<file path="src/rtl/fp8_pkg.sv">
// Shared FP8 definitions for the accumulator datapath.
// FP8 layout: [7] sign, [6:4] exponent (bias 3), [3:0] mantissa with hidden 1.
// An exponent field of zero flushes the value to zero. There are no inf/NaN
// encodings, so 8'h7F / 8'hFF (+/-31.0) are the largest magnitudes.
package fp8_pkg;

  localparam int unsigned SIGN_BIT  = 7;
  localparam int unsigned EXP_W     = 3;
  localparam int unsigned MAN_W     = 4;
  localparam int unsigned EXP_LSB   = MAN_W;
  localparam int unsigned EXP_BIAS  = 3;
  localparam int unsigned FRAC_BITS = 6;
  // {1,m} shifted left by at most 6 places
  localparam int unsigned TERM_W    = 11;
  localparam logic [6:0]  FP8_MAX_MAG = 7'h7F;

  typedef enum logic [1:0] {ACC, NORM, PACK, DONE} state_t;

  // Unsigned magnitude of an FP8 value in fixed point, LSB weight 2^-FRAC_BITS.
  // 1.m * 2^(e-3) == {1,m} * 2^(e-7) == {1,m} << (e-1) in 2^-6 units.
  function automatic logic [TERM_W-1:0] fp8_term_mag(input logic [7:0] f);
    logic [EXP_W-1:0]  e;
    logic [TERM_W-1:0] sig;
    e   = f[EXP_LSB +: EXP_W];
    sig = TERM_W'({1'b1, f[MAN_W-1:0]});
    if (e == '0) begin
      return '0;
    end
    return sig << (e - EXP_W'(1));
  endfunction

  function automatic logic [7:0] fp8_encode(input logic             s,
                                            input logic [EXP_W-1:0] e,
                                            input logic [MAN_W-1:0] m);
    return {s, e, m};
  endfunction

endpackage

</file>
<file path="src/rtl/fp8_to_fixed.sv">
// Combinational FP8 -> signed two's-complement fixed-point term decode.
// Ports:
//   i_fp8  [7:0]        FP8 input value
//   o_term [ACC_W-1:0]  signed term, 6 fractional bits, zero for e==0
module fp8_to_fixed
  import fp8_pkg::*;
#(
  parameter int unsigned ACC_W = 16
) (
  input  logic [7:0]       i_fp8,
  output logic [ACC_W-1:0] o_term
);

  logic [TERM_W-1:0] w_mag;
  logic [ACC_W-1:0]  w_ext;

  always_comb begin
    w_mag  = fp8_term_mag(i_fp8);
    w_ext  = {{(ACC_W-TERM_W){1'b0}}, w_mag};
    o_term = i_fp8[SIGN_BIT] ? (~w_ext + 1'b1) : w_ext;
  end

endmodule

</file>
<file path="src/rtl/fp8_accumulator.sv">
// Exact FP8 packet accumulator with FP8 renormalisation.
// Terms arriving over in_valid/in_ready are summed into a saturating signed
// fixed-point register. After the in_last beat the magnitude is scanned one
// bit per cycle for its leading one, packed back into FP8 (truncated) and
// presented on out_valid/out_ready.
// Ports:
//   clk, rst                 clock, asynchronous active-high reset
//   in_data/in_valid/in_last input term stream; in_ready accepts
//   out_data/out_sat         FP8 sum and saturation flag
//   out_valid/out_ready      result handshake
//   busy                     high while normalising or holding a result
module fp8_accumulator
  import fp8_pkg::*;
#(
  parameter int unsigned ACC_W = 16
) (
  input  logic       clk,
  input  logic       rst,
  input  logic [7:0] in_data,
  input  logic       in_valid,
  input  logic       in_last,
  output logic       in_ready,
  output logic [7:0] out_data,
  output logic       out_sat,
  output logic       out_valid,
  input  logic       out_ready,
  output logic       busy
);

  localparam int unsigned MAG_W = ACC_W - 1;
  localparam int unsigned PTR_W = $clog2(ACC_W);

  localparam logic [PTR_W-1:0] PTR_TOP  = PTR_W'(ACC_W - 2);
  localparam logic [PTR_W-1:0] PTR_MIN  = PTR_W'(EXP_BIAS);
  // Leading-one positions below this give an exponent field of zero
  localparam logic [PTR_W-1:0] PTR_LOW  = PTR_W'(EXP_BIAS + 1);
  // Leading-one positions above this exceed the largest FP8 exponent
  localparam logic [PTR_W-1:0] PTR_EMAX = PTR_W'((2**EXP_W) - 1 + EXP_BIAS);

  localparam logic [ACC_W-1:0] ACC_POS = {1'b0, {(ACC_W-1){1'b1}}};
  localparam logic [ACC_W-1:0] ACC_NEG = {1'b1, {(ACC_W-2){1'b0}}, 1'b1};
  localparam logic signed [ACC_W:0] SUM_POS = {2'b00, {(ACC_W-1){1'b1}}};
  localparam logic signed [ACC_W:0] SUM_NEG = {2'b11, {(ACC_W-2){1'b0}}, 1'b1};

  state_t r_state, w_state_next;

  logic [ACC_W-1:0] r_acc;
  logic             r_sat;
  logic             r_sign;
  logic [MAG_W-1:0] r_mag;
  logic [PTR_W-1:0] r_ptr;
  logic             r_in_ready;
  logic [7:0]       r_out_data;
  logic             r_out_sat;

  logic [ACC_W-1:0]        w_term;
  logic signed [ACC_W:0]   w_sum;
  logic [ACC_W-1:0]        w_acc_next;
  logic                    w_clamp;
  logic [MAG_W-1:0]        w_mag_next;
  logic                    w_fire;
  logic                    w_found;
  logic [7:0]              w_pack_data;
  logic                    w_pack_sat;
  logic [EXP_W-1:0]        w_exp;
  logic [MAN_W-1:0]        w_man;

  fp8_to_fixed #(.ACC_W(ACC_W)) u_dec (
    .i_fp8  (in_data),
    .o_term (w_term)
  );

  assign w_fire = in_valid & r_in_ready;

  // Sum is formed one bit wider so overflow shows up as an out-of-range value.
  // The negative limit is symmetric, so |acc| always fits in ACC_W-1 bits.
  always_comb begin
    w_sum      = {r_acc[ACC_W-1], r_acc} + {w_term[ACC_W-1], w_term};
    w_acc_next = w_sum[ACC_W-1:0];
    w_clamp    = 1'b0;
    if (w_sum > SUM_POS) begin
      w_acc_next = ACC_POS;
      w_clamp    = 1'b1;
    end else if (w_sum < SUM_NEG) begin
      w_acc_next = ACC_NEG;
      w_clamp    = 1'b1;
    end
    w_mag_next = MAG_W'(w_acc_next[ACC_W-1] ? (~w_acc_next + 1'b1) : w_acc_next);
  end

  assign w_found = r_mag[r_ptr] | (r_ptr == PTR_MIN);

  always_comb begin
    w_pack_data = '0;
    w_pack_sat  = 1'b0;
    w_exp       = EXP_W'(r_ptr - PTR_MIN);
    w_man       = MAN_W'(r_mag >> (r_ptr - PTR_W'(MAN_W)));
    if ((r_mag == '0) || (r_ptr < PTR_LOW)) begin
      w_pack_data = '0;
    end else if ((r_ptr > PTR_EMAX) || r_sat) begin
      w_pack_data = {r_sign, FP8_MAX_MAG};
      w_pack_sat  = 1'b1;
    end else begin
      w_pack_data = fp8_encode(r_sign, w_exp, w_man);
    end
  end

  always_comb begin
    w_state_next = r_state;
    case (r_state)
      ACC:     if (w_fire && in_last) w_state_next = NORM;
      NORM:    if (w_found)           w_state_next = PACK;
      PACK:                           w_state_next = DONE;
      DONE:    if (out_ready)         w_state_next = ACC;
      default:                        w_state_next = ACC;
    endcase
  end

  always_ff @(posedge clk or posedge rst) begin
    if (rst) begin
      r_state <= ACC;
    end else begin
      r_state <= w_state_next;
    end
  end

  always_ff @(posedge clk or posedge rst) begin
    if (rst) begin
      r_acc      <= '0;
      r_sat      <= 1'b0;
      r_sign     <= 1'b0;
      r_mag      <= '0;
      r_ptr      <= '0;
      r_in_ready <= 1'b0;
      r_out_data <= '0;
      r_out_sat  <= 1'b0;
    end else begin
      // Registered ready: low through reset, high the cycle after any return to ACC
      r_in_ready <= (w_state_next == ACC);
      case (r_state)
        ACC: begin
          if (w_fire) begin
            r_acc <= w_acc_next;
            r_sat <= r_sat | w_clamp;
            if (in_last) begin
              // Magnitude is taken from the post-add value so the last beat counts
              r_sign <= w_acc_next[ACC_W-1];
              r_mag  <= w_mag_next;
              r_ptr  <= PTR_TOP;
            end
          end
        end
        NORM: begin
          if (!w_found) begin
            r_ptr <= r_ptr - 1'b1;
          end
        end
        PACK: begin
          r_out_data <= w_pack_data;
          r_out_sat  <= w_pack_sat;
        end
        DONE: begin
          if (out_ready) begin
            r_acc     <= '0;
            r_sat     <= 1'b0;
            r_out_sat <= 1'b0;
          end
        end
        default: ;
      endcase
    end
  end

  assign in_ready  = r_in_ready;
  assign out_data  = r_out_data;
  assign out_sat   = r_out_sat;
  assign out_valid = (r_state == DONE);
  assign busy      = (r_state != ACC);

endmodule

</file>
<file path="config.mk">
export PLATFORM = sky130hd
export DESIGN_NAME = fp8_accumulator
export DESIGN_NICKNAME = d
export VERILOG_FILES = /design/src/rtl/fp8_pkg.sv /design/src/rtl/fp8_to_fixed.sv /design/src/rtl/fp8_accumulator.sv
export SDC_FILE = /design/constraint.sdc
export NUM_CORES = 1
export LEC_CHECK = 0
export CAP_MARGIN = 20
export CELL_PAD_IN_SITES_DETAIL_PLACEMENT = 1
export CELL_PAD_IN_SITES_GLOBAL_PLACEMENT = 1
export CORE_MARGIN = 2
export CORE_UTILIZATION = 51
export CTS_CLUSTER_SIZE = 28
export DETAILED_ROUTE_END_ITERATION = 7
export GPL_TIMING_DRIVEN = 0
export HOLD_SLACK_MARGIN = 0.02
export PLACE_DENSITY_LB_ADDON = 0.1
export REMOVE_ABC_BUFFERS = 1
export SYNTH_ARGS = -nofsm -noshare
export SYNTH_HDL_FRONTEND = slang
export SYNTH_SLANG_ARGS = --single-unit
</file>
<file path="constraint.sdc">
create_clock -name clk -period 8.15 [get_ports clk]
set_clock_uncertainty 0.1 [all_clocks]
set_input_delay 0.815 -clock clk [delete_from_list [all_inputs] [get_ports clk]]
set_output_delay 0.815 -clock clk [all_outputs]
set_load 0.02 [all_outputs]
</file>
# Word level (Yosys, flattened, before mapping)
# Cells that the tools add are included.
# op_classes
shifts,2
n_eq_ne,8
addsub,7
reduce_logical,15
n_lt_le_gt_ge,5
muxes,30
bitwise_logic,5
# ops
op,count
$mux W16,5
$pmux W16 S2,1
$mux W11,2
$add A16 B16 Y17,1
$gt A17 B16 Y1 const B,1
$lt A17 B16 Y1 const B,1
$add A16 B1 Y16 const B,1
$not A11 Y16,1
$add A15 B1 Y15 const B,1
$logic_not A15 Y1,1
$mux W15,1
$not A15 Y15,1
$shr A15 B4 Y4,1
$mux W4,3
$shl A5 B3 Y11,1
$mux W1,8
$mux W8,1
$pmux W2 S4,1
$pmux W4 S2,1
$reduce_bool A2 Y1,4
$mux W7,1
$mux W2,3
$ne A2 B2 Y1 const B,3
$reduce_and A3 Y1,2
other kinds (21),26
# totals
in_bits,13
word_cells,81
regBits,49

# Depth between registers and ports, before layout
# Gate-level depths: netlist (run 1).
# depth
depth_word,13
depth_mapped,31
mapped_depth_nobuf,30

# Modules after synthesis
# From an unflattened synthesis (run 1), not the netlist that was laid out.
# hier_totals
hier_cells,611
area_unflattened_um2,5131.2
# by_module_without_submodules
mod,cells_each,n_inst,area_per_inst_um2,seq_area_each_um2
fp8_accumulator,497,1,4395.5,1226.2
fp8_to_fixed,114,1,735.7,0.0

# Least setup slack after synthesis (run 1)
# Ideal clock, no wire load.
# synth_path
kind,input-to-reg
start,in in_data[4]
end,reg r_mag[12]
t_arrival_ns,7.788
slack_ns,0.193
path_buffers,4
cell_stages,29
cell_sequence,clkbuf_1 inv_1 ha_1 clkbuf_1 mux2_2 a21oi_1 or2_2 nand3_1 or3b_2 o31ai_1 xnor2_1 ha_1 clkbuf_1 or3_1 and3_1 buf_2 or4_1 nor3_1 nand3_1 a21oi_1 a21o_1 ha_1 inv_1 or4_1 nor4_1 nor2_1 o21a_1 or4_1 nand3_1
# synth_via
elab_chain_len,13
# synth_rtl
item,line,source
from (decl),fp8_accumulator.sv:19,"input logic [7:0] in_data,"
$sub A3 B1 Y3 or $logic_not A3 Y1 (tied branches),"fp8_pkg.sv:29, fp8_pkg.sv:26",
$shl A5 B3 Y11 or $mux W1 (tied branches),"fp8_pkg.sv:29, fp8_pkg.sv:26",
$mux W11 (*),fp8_pkg.sv:29,return sig << (e - EXP_W'(1));
$not A11 Y16,fp8_to_fixed.sv:20,o_term = i_fp8[SIGN_BIT] ? (~w_ext + 1'b1) : w_ext;
$add A16 B1 Y16,fp8_to_fixed.sv:20,
$mux W16 (*),fp8_to_fixed.sv:20,
$add A16 B16 Y17 (*),fp8_accumulator.sv:78,"w_sum = {r_acc[ACC_W-1], r_acc} + {w_term[ACC_W-1], w_term};"
$lt A17 B16 Y1,fp8_accumulator.sv:84,end else if (w_sum < SUM_NEG) begin
$mux W16,fp8_accumulator.sv:84,
$mux W16 (*),fp8_accumulator.sv:81,if (w_sum > SUM_POS) begin
$not A15 Y15,fp8_accumulator.sv:88,w_mag_next = MAG_W'(w_acc_next[ACC_W-1] ? (~w_acc_next + 1'b1) : w_acc_next);
$add A15 B1 Y15,fp8_accumulator.sv:88,
$mux W15 (*),fp8_accumulator.sv:88,
to (signal assigned),fp8_accumulator.sv:148,r_mag <= w_mag_next;
to (decl),fp8_accumulator.sv:50,logic [MAG_W-1:0] r_mag;
# Every way passes the cells marked *; elsewhere a longest branch is shown, timed or not.
# A chain may end at the register's enable or synchronous reset.

# Worst setup path in the final report (run 1)
# layout_path
start,in in_data[5]
end,reg r_mag[12]
# Same word-level chain as after synthesis.

==> impl_metrics.toml, run 1 <==
[place]
dp.final_hpwl_um = 10700
placed_instances = 662
weighted_congestion_at_the_end_of_routability_driven_global_placement = 0.899
port_buffers = 24
pre_cts_ws_ns = -1.66

[synthesis]
yosysWarningCount = 0
synth_top_area_share_pct = 26.2
synth.top_cells.by_count = "64 x nand2_1, 49 x dfrtp_1, 47 x nor2_1, 35 x o21ai_0, 34 x a21oi_1"
synth.top_cells.by_area = "dfrtp_1 26%, ha_1 8.3%, mux4_2 5.3%, nand2_1 5.1%, nor2_1 3.8%"
yosys_register_bits = 49
synth_seq_area_share_pct = 26.2
syn_avg_cell_area_um2 = 8.44
synth_cell_type_count = 75
synth.largest_area_cell = "dfrtp_1"
synth_most_common_cell = "nand2_1"
netlist_instances = 554
synth-edff-count = 0
synth_area_um2 = 4680
synth-async-reset-ratio_pct = 100
synth-main-ff-cell = "dfrtp_1"

[global_route]
globalRoute.totalOverflow = 0
grt_first_pass_wirelength_um = 23400
grt_pass1_vias = 4674
global_route.usage.total_pct = 28.9
grt_max_degree = 36
grt_antenna_before_repair = 0

[critical_path]
timing.critical_path.slowest_cell_delay_ns = 0.57
crit_path_start_kind = "input pin"
ff2ff_setup_slack_ns = 2.33
cp.required_ns = 8.30
timing.critical_path.arrival_ns = 7.97
rr_worst_depth = 20
timing.critical_path.buf_inv = 4
cp-end-kind = "flop"
crit_fanout = 13
critical-path-slowest-cell = "or4_4"
crit_type = "in2reg"
reg_to_reg_startpoint = "r_acc[0]"
worstReg2RegEnd = "r_mag[12]"
crit_family = "simple AND/OR/NAND/NOR gates"

[floorplanning]
dieWidth_um = 99.8
starting_density_of_the_core_pct = 53.1
io_pins = 25
floorplan.die_area_um2 = 9950
die_h_um = 99.8
std_cell_rows = 34
coreArea_um2 = 8810

[layout]
synthToLayoutAreaGrowth_pct = 13.4
share_of_cells_above_drive_strength_1_pct = 14.3
diodes = 0
finish.net_count = 610
instances_no_fill = 674

[clock_tree]
worst_setup_hold_path_clk_slew_ns = 0.10
h-tree-depth = 2
ctsRootBufferMaster = "clkbuf_8"
cts_sinks = 49
tritoncts = "yes"
cts_inserted_buffers = 5
cts.path.max_buffers = 2
clock_latency_ns = 0.31
cts-hold-fix-buffers = 0

[hold_path]
whs_path_depth = 1
timing.hold.worst.class = "reg2reg"
timing.hold.worst_endpoint = "out_data[3]"
hold_start = "out_data[3]"

[sta]
worst_pin_slew_ns = 1.08
fmax_mhz = 128
report.final.slew_viol_count = 0
worst_slew_margin_relative_to_its_limit_pct = 27.4
min_period_over_period_pct = 96.0
fin_crit_ns = 7.82
timing_hold_violations_final = 0
post-route-worst-setup-slack_ns = 0.326
finalSetupViolations = 0

[route]
post-route-drc-count = 0
drt-wirelength-per-cell_um = 20.5
dr_total_vias = 4475
drt_first_pass_iters = 4
ant_nets = 0
first_iter_violations = 206
routed_via_density = 6.64
wl_um = 13800

[job]
max_cap_violations = 0

[run_status]
outcome = "completed"
## metal layers
layer  track usage, %  wire length (µm)  vias to the layer above
li1                 -                 -                     2091
met5                0                 0                        -
met1             34.3              5730                     2263
met3             2.32               306                       27
met4             8.75               312                        0
met2             55.3              7480                       94
## cell usage in the layout, fill, tap and decap left out, types with 6 or more instances in the layout
cell type        instances
nand3_1                 15
a21o_1                  10
o2bb2ai_1                6
a221o_1                  7
mux4_2                  11
dfrtp_1                 49
xor2_1                  10
clkdlybuf4s50_1         23
nor3_1                  10
xnor2_1                 13
ha_1                    27
and2_1                   6
o31ai_1                  9
o22ai_1                  6
or3_1                    6
a211oi_1                 7
nor2_1                  45
o21ai_0                 33
inv_1                   23
a21oi_1                 28
mux2i_1                 11
o21ai_1                  8
nand2_1                 63
## area by class of cell
cell class	instances	area (µm²)
Clock inverter	3	21.3
Sequential cell	49	1230
Timing Repair Buffer	29	292
Multi-Input combinational cell	455	3460
Fill cell	1031	3500
Clock buffer	5	68.8
Tap cell	108	135
Inverter	25	93.8
## worst max path at each step
stage,start,endpoint,slack [ns],cells past startpoint
global placement,in_data[4],r_mag[12],-1.42,26
detailed placement,in_data[4],r_mag[12],-1.66,26
global route,in_data[5],r_mag[12],-0.06,28
CTS,in_data[5],r_mag[12],0.01,29
finish,in_data[5],r_mag[12],0.33,29
floorplan,in_data[4],r_mag[12],0.68,28
## flip-flops by register name, summed over array words and instances, names as in the netlist
name and count:
out_data 8, r_sign 1, r_mag 15, in_ready 1, r_sat 1, r_ptr 4
r_state 2, r_acc 16, out_sat 1
## worst reg2reg max path: cells and delay by family, from the launching register on
family / cells / cell delay (ns)
XOR/XNOR: 1 / 0.24
flip-flops: 1 / 0.36
multiplexers: 1 / 0.24
AO/OA/AOI/OAI: 3 / 0.36
adder cells (fa/ha/maj): 3 / 0.89
buffers and inverters: 3 / 0.37
AND/OR/NAND/NOR: 9 / 3.18
## what timing repair did
action                                  in CTS  in global routing
endpoints found under the setup margin       3                  2
resized for setup                           20                 25
cloned                                       0                  0
pin swaps                                    2                  5
setup buffers                                1                  3
## per-stage QoR
step | instance area (µm²) | utilization, % | hold slack (ns) | TNS [ns]
5_1_grt | 5300 | 60.2 | 0.433 | -0.0636
4_1_cts | 5160 | 58.6 | 0.400 | 0
3_3_place_gp | 4950 | 56.3 | 0.362 | -3.09
3_5_place_dp | 4970 | 56.5 | 0.373 | -3.94
2_1_floorplan | 4580 | - | 0.356 | 0
6_report | 5300 | 60.2 | 0.395 | 0
## cell families after synthesis
| family | synth area share, % |
|---|---|
| AOI/OAI and AO/OA | 26.3 |
| xor gates and xnor gates | 5.38 |
| adders and majority gates | 8.94 |
| buffers and inverters | 4.07 |
| DFF | 26.2 |
| muxes | 8.86 |
| and+or+nand+nor | 20.2 |
Power of run 1 is not shown: default switching activity piles up to over one toggle a cycle in this logic, so the estimate is an artifact.
==> run 2, diff against run 1 <==
Settings changed: RECOVER_POWER set to 25.
==> run 2 against run 1 <==
  * The run now ends with capacitance limit, slew limit left
  * Critical endpoint unchanged
  * Routed wire length up 0.27%
  * Cell area is 0.31% lower
  * Die area unchanged
  * First-iteration DRC count fell by 25%
==> impl_metrics.toml, run 2 (synthesis results as in run 1) <==
[run_status]
outcome = "complete, but fails checks"
violations_in_the_final_reports = "capacitance limit, slew limit"

[floorplanning]
io_pins = 25
die_h_um = 99.8
std_cell_rows = 34
floorplan.die_area_um2 = 9950
dieWidth_um = 99.8
coreArea_um2 = 8810
starting_density_of_the_core_pct = 53.1

[route]
ant_nets = 0
post-route-drc-count = 0
drt-wirelength-per-cell_um = 20.6
drt_first_pass_iters = 4
dr_total_vias = 4475
first_iter_violations = 154
routed_via_density = 6.64
wl_um = 13900

[clock_tree]
cts.path.max_buffers = 2
tritoncts = "yes"
cts_inserted_buffers = 5
worst_setup_hold_path_clk_slew_ns = 0.10
cts-hold-fix-buffers = 0
clock_latency_ns = 0.31
h-tree-depth = 2
cts_sinks = 49
ctsRootBufferMaster = "clkbuf_8"

[job]
max_cap_violations = 1

[layout]
top_library_cells_by_usage_in_the_layout_fill_and_taps_aside = "63 x nand2_1, 49 x dfrtp_1, 45 x nor2_1, 33 x o21ai_0, 28 x a21oi_1"
synthToLayoutAreaGrowth_pct = 13.0
number_of_flip_flops_under_the_largest_register_name = 16
diodes = 0
final_util_pct = 60.0
share_of_cells_above_drive_strength_1_pct = 14.0
finish.net_count = 610
largest-register = "r_acc"
layout.cells.most_common = "nand2_1"

[hold_path]
timing.hold.worst.class = "reg2reg"

[critical_path]
critical-path-slowest-cell = "or4_4"
crit_family = "simple AND/OR/NAND/NOR gates"
timing.critical_path.buf_inv = 4
cp-end-kind = "flop"
timing.critical_path.arrival_ns = 7.95
crit_path_start_kind = "input pin"
cp.required_ns = 8.30
crit_fanout = 13
timing.critical_path.slowest_cell_delay_ns = 0.57
crit_type = "in2reg"

[sta]
min_period_over_period_pct = 95.8
timing_hold_violations_final = 0
report.final.slew_viol_count = 36
setup_tns_ns = 0
fmax_mhz = 128
finalSetupViolations = 0
fin_crit_ns = 7.81
holdWs_ns = 0.396
worst_pin_slew_ns = 1.89
worst_slew_margin_relative_to_its_limit_pct = -25.7

[place]
port_buffers = 24
weighted_congestion_at_the_end_of_routability_driven_global_placement = 0.899
dp.final_hpwl_um = 10700

[global_route]
global_route.usage.total_pct = 28.9
grt_max_degree = 36
grt_antenna_before_repair = 0
grt_first_pass_wirelength_um = 23400
grt_pass1_vias = 4674
globalRoute.totalOverflow = 0
## run 2: what timing repair did
item	in CTS	in global routing
gates resized for setup	20	25
buffers inserted	1	3
setup endpoints to repair	3	2
pin swaps	2	5
cloned	0	0
## run 2: area by class of cell
| type | count | area (µm²) |
|---|---|---|
| Inverter | 25 | 93.8 |
| Sequential cell | 49 | 1230 |
| Tap cell | 108 | 135 |
| Multi-Input combinational cell | 455 | 3460 |
| Timing Repair Buffer | 29 | 275 |
| Clock buffer | 5 | 68.8 |
| Clock inverter | 3 | 21.3 |
| Fill cell | 1034 | 3520 |
## run 2: worst paths after layout
check | start | end | depth (start not counted) | slack, ns
worst min-delay path | out_data[3] | out_data[3] | 1 | 0.40
max in group asynchronous | rst | out_data[0] | 3 | 4.90
worst min register to register | out_data[3] | out_data[3] | 1 | 0.40
worst max register to register | r_acc[0] | r_mag[12] | 20 | 2.33
min in group asynchronous | rst | r_acc[1] | 2 | 0.90
worst max-delay path | in_data[5] | r_mag[12] | 29 | 0.34
## run 2: through the flow
stage,instance area [µm²],instances,setup WS [ns]
6_report,5290,674,0.341
2_1_floorplan,4580,529,0.681
3_3_place_gp,4950,661,-1.42
5_1_grt,5290,674,-0.0636
4_1_cts,5160,671,0.0145
3_5_place_dp,4970,662,-1.66
## run 2: per-layer routing
metal | up-vias | part of all wire (%) | track usage, %
met5 | - | 0 | 0
met2 | 89 | 54 | 55.3
met4 | 0 | 2.2 | 8.75
met1 | 2267 | 41 | 34.3
met3 | 28 | 2.5 | 2.32
li1 | 2091 | - | -
Power of run 2 is left out for the same reason.
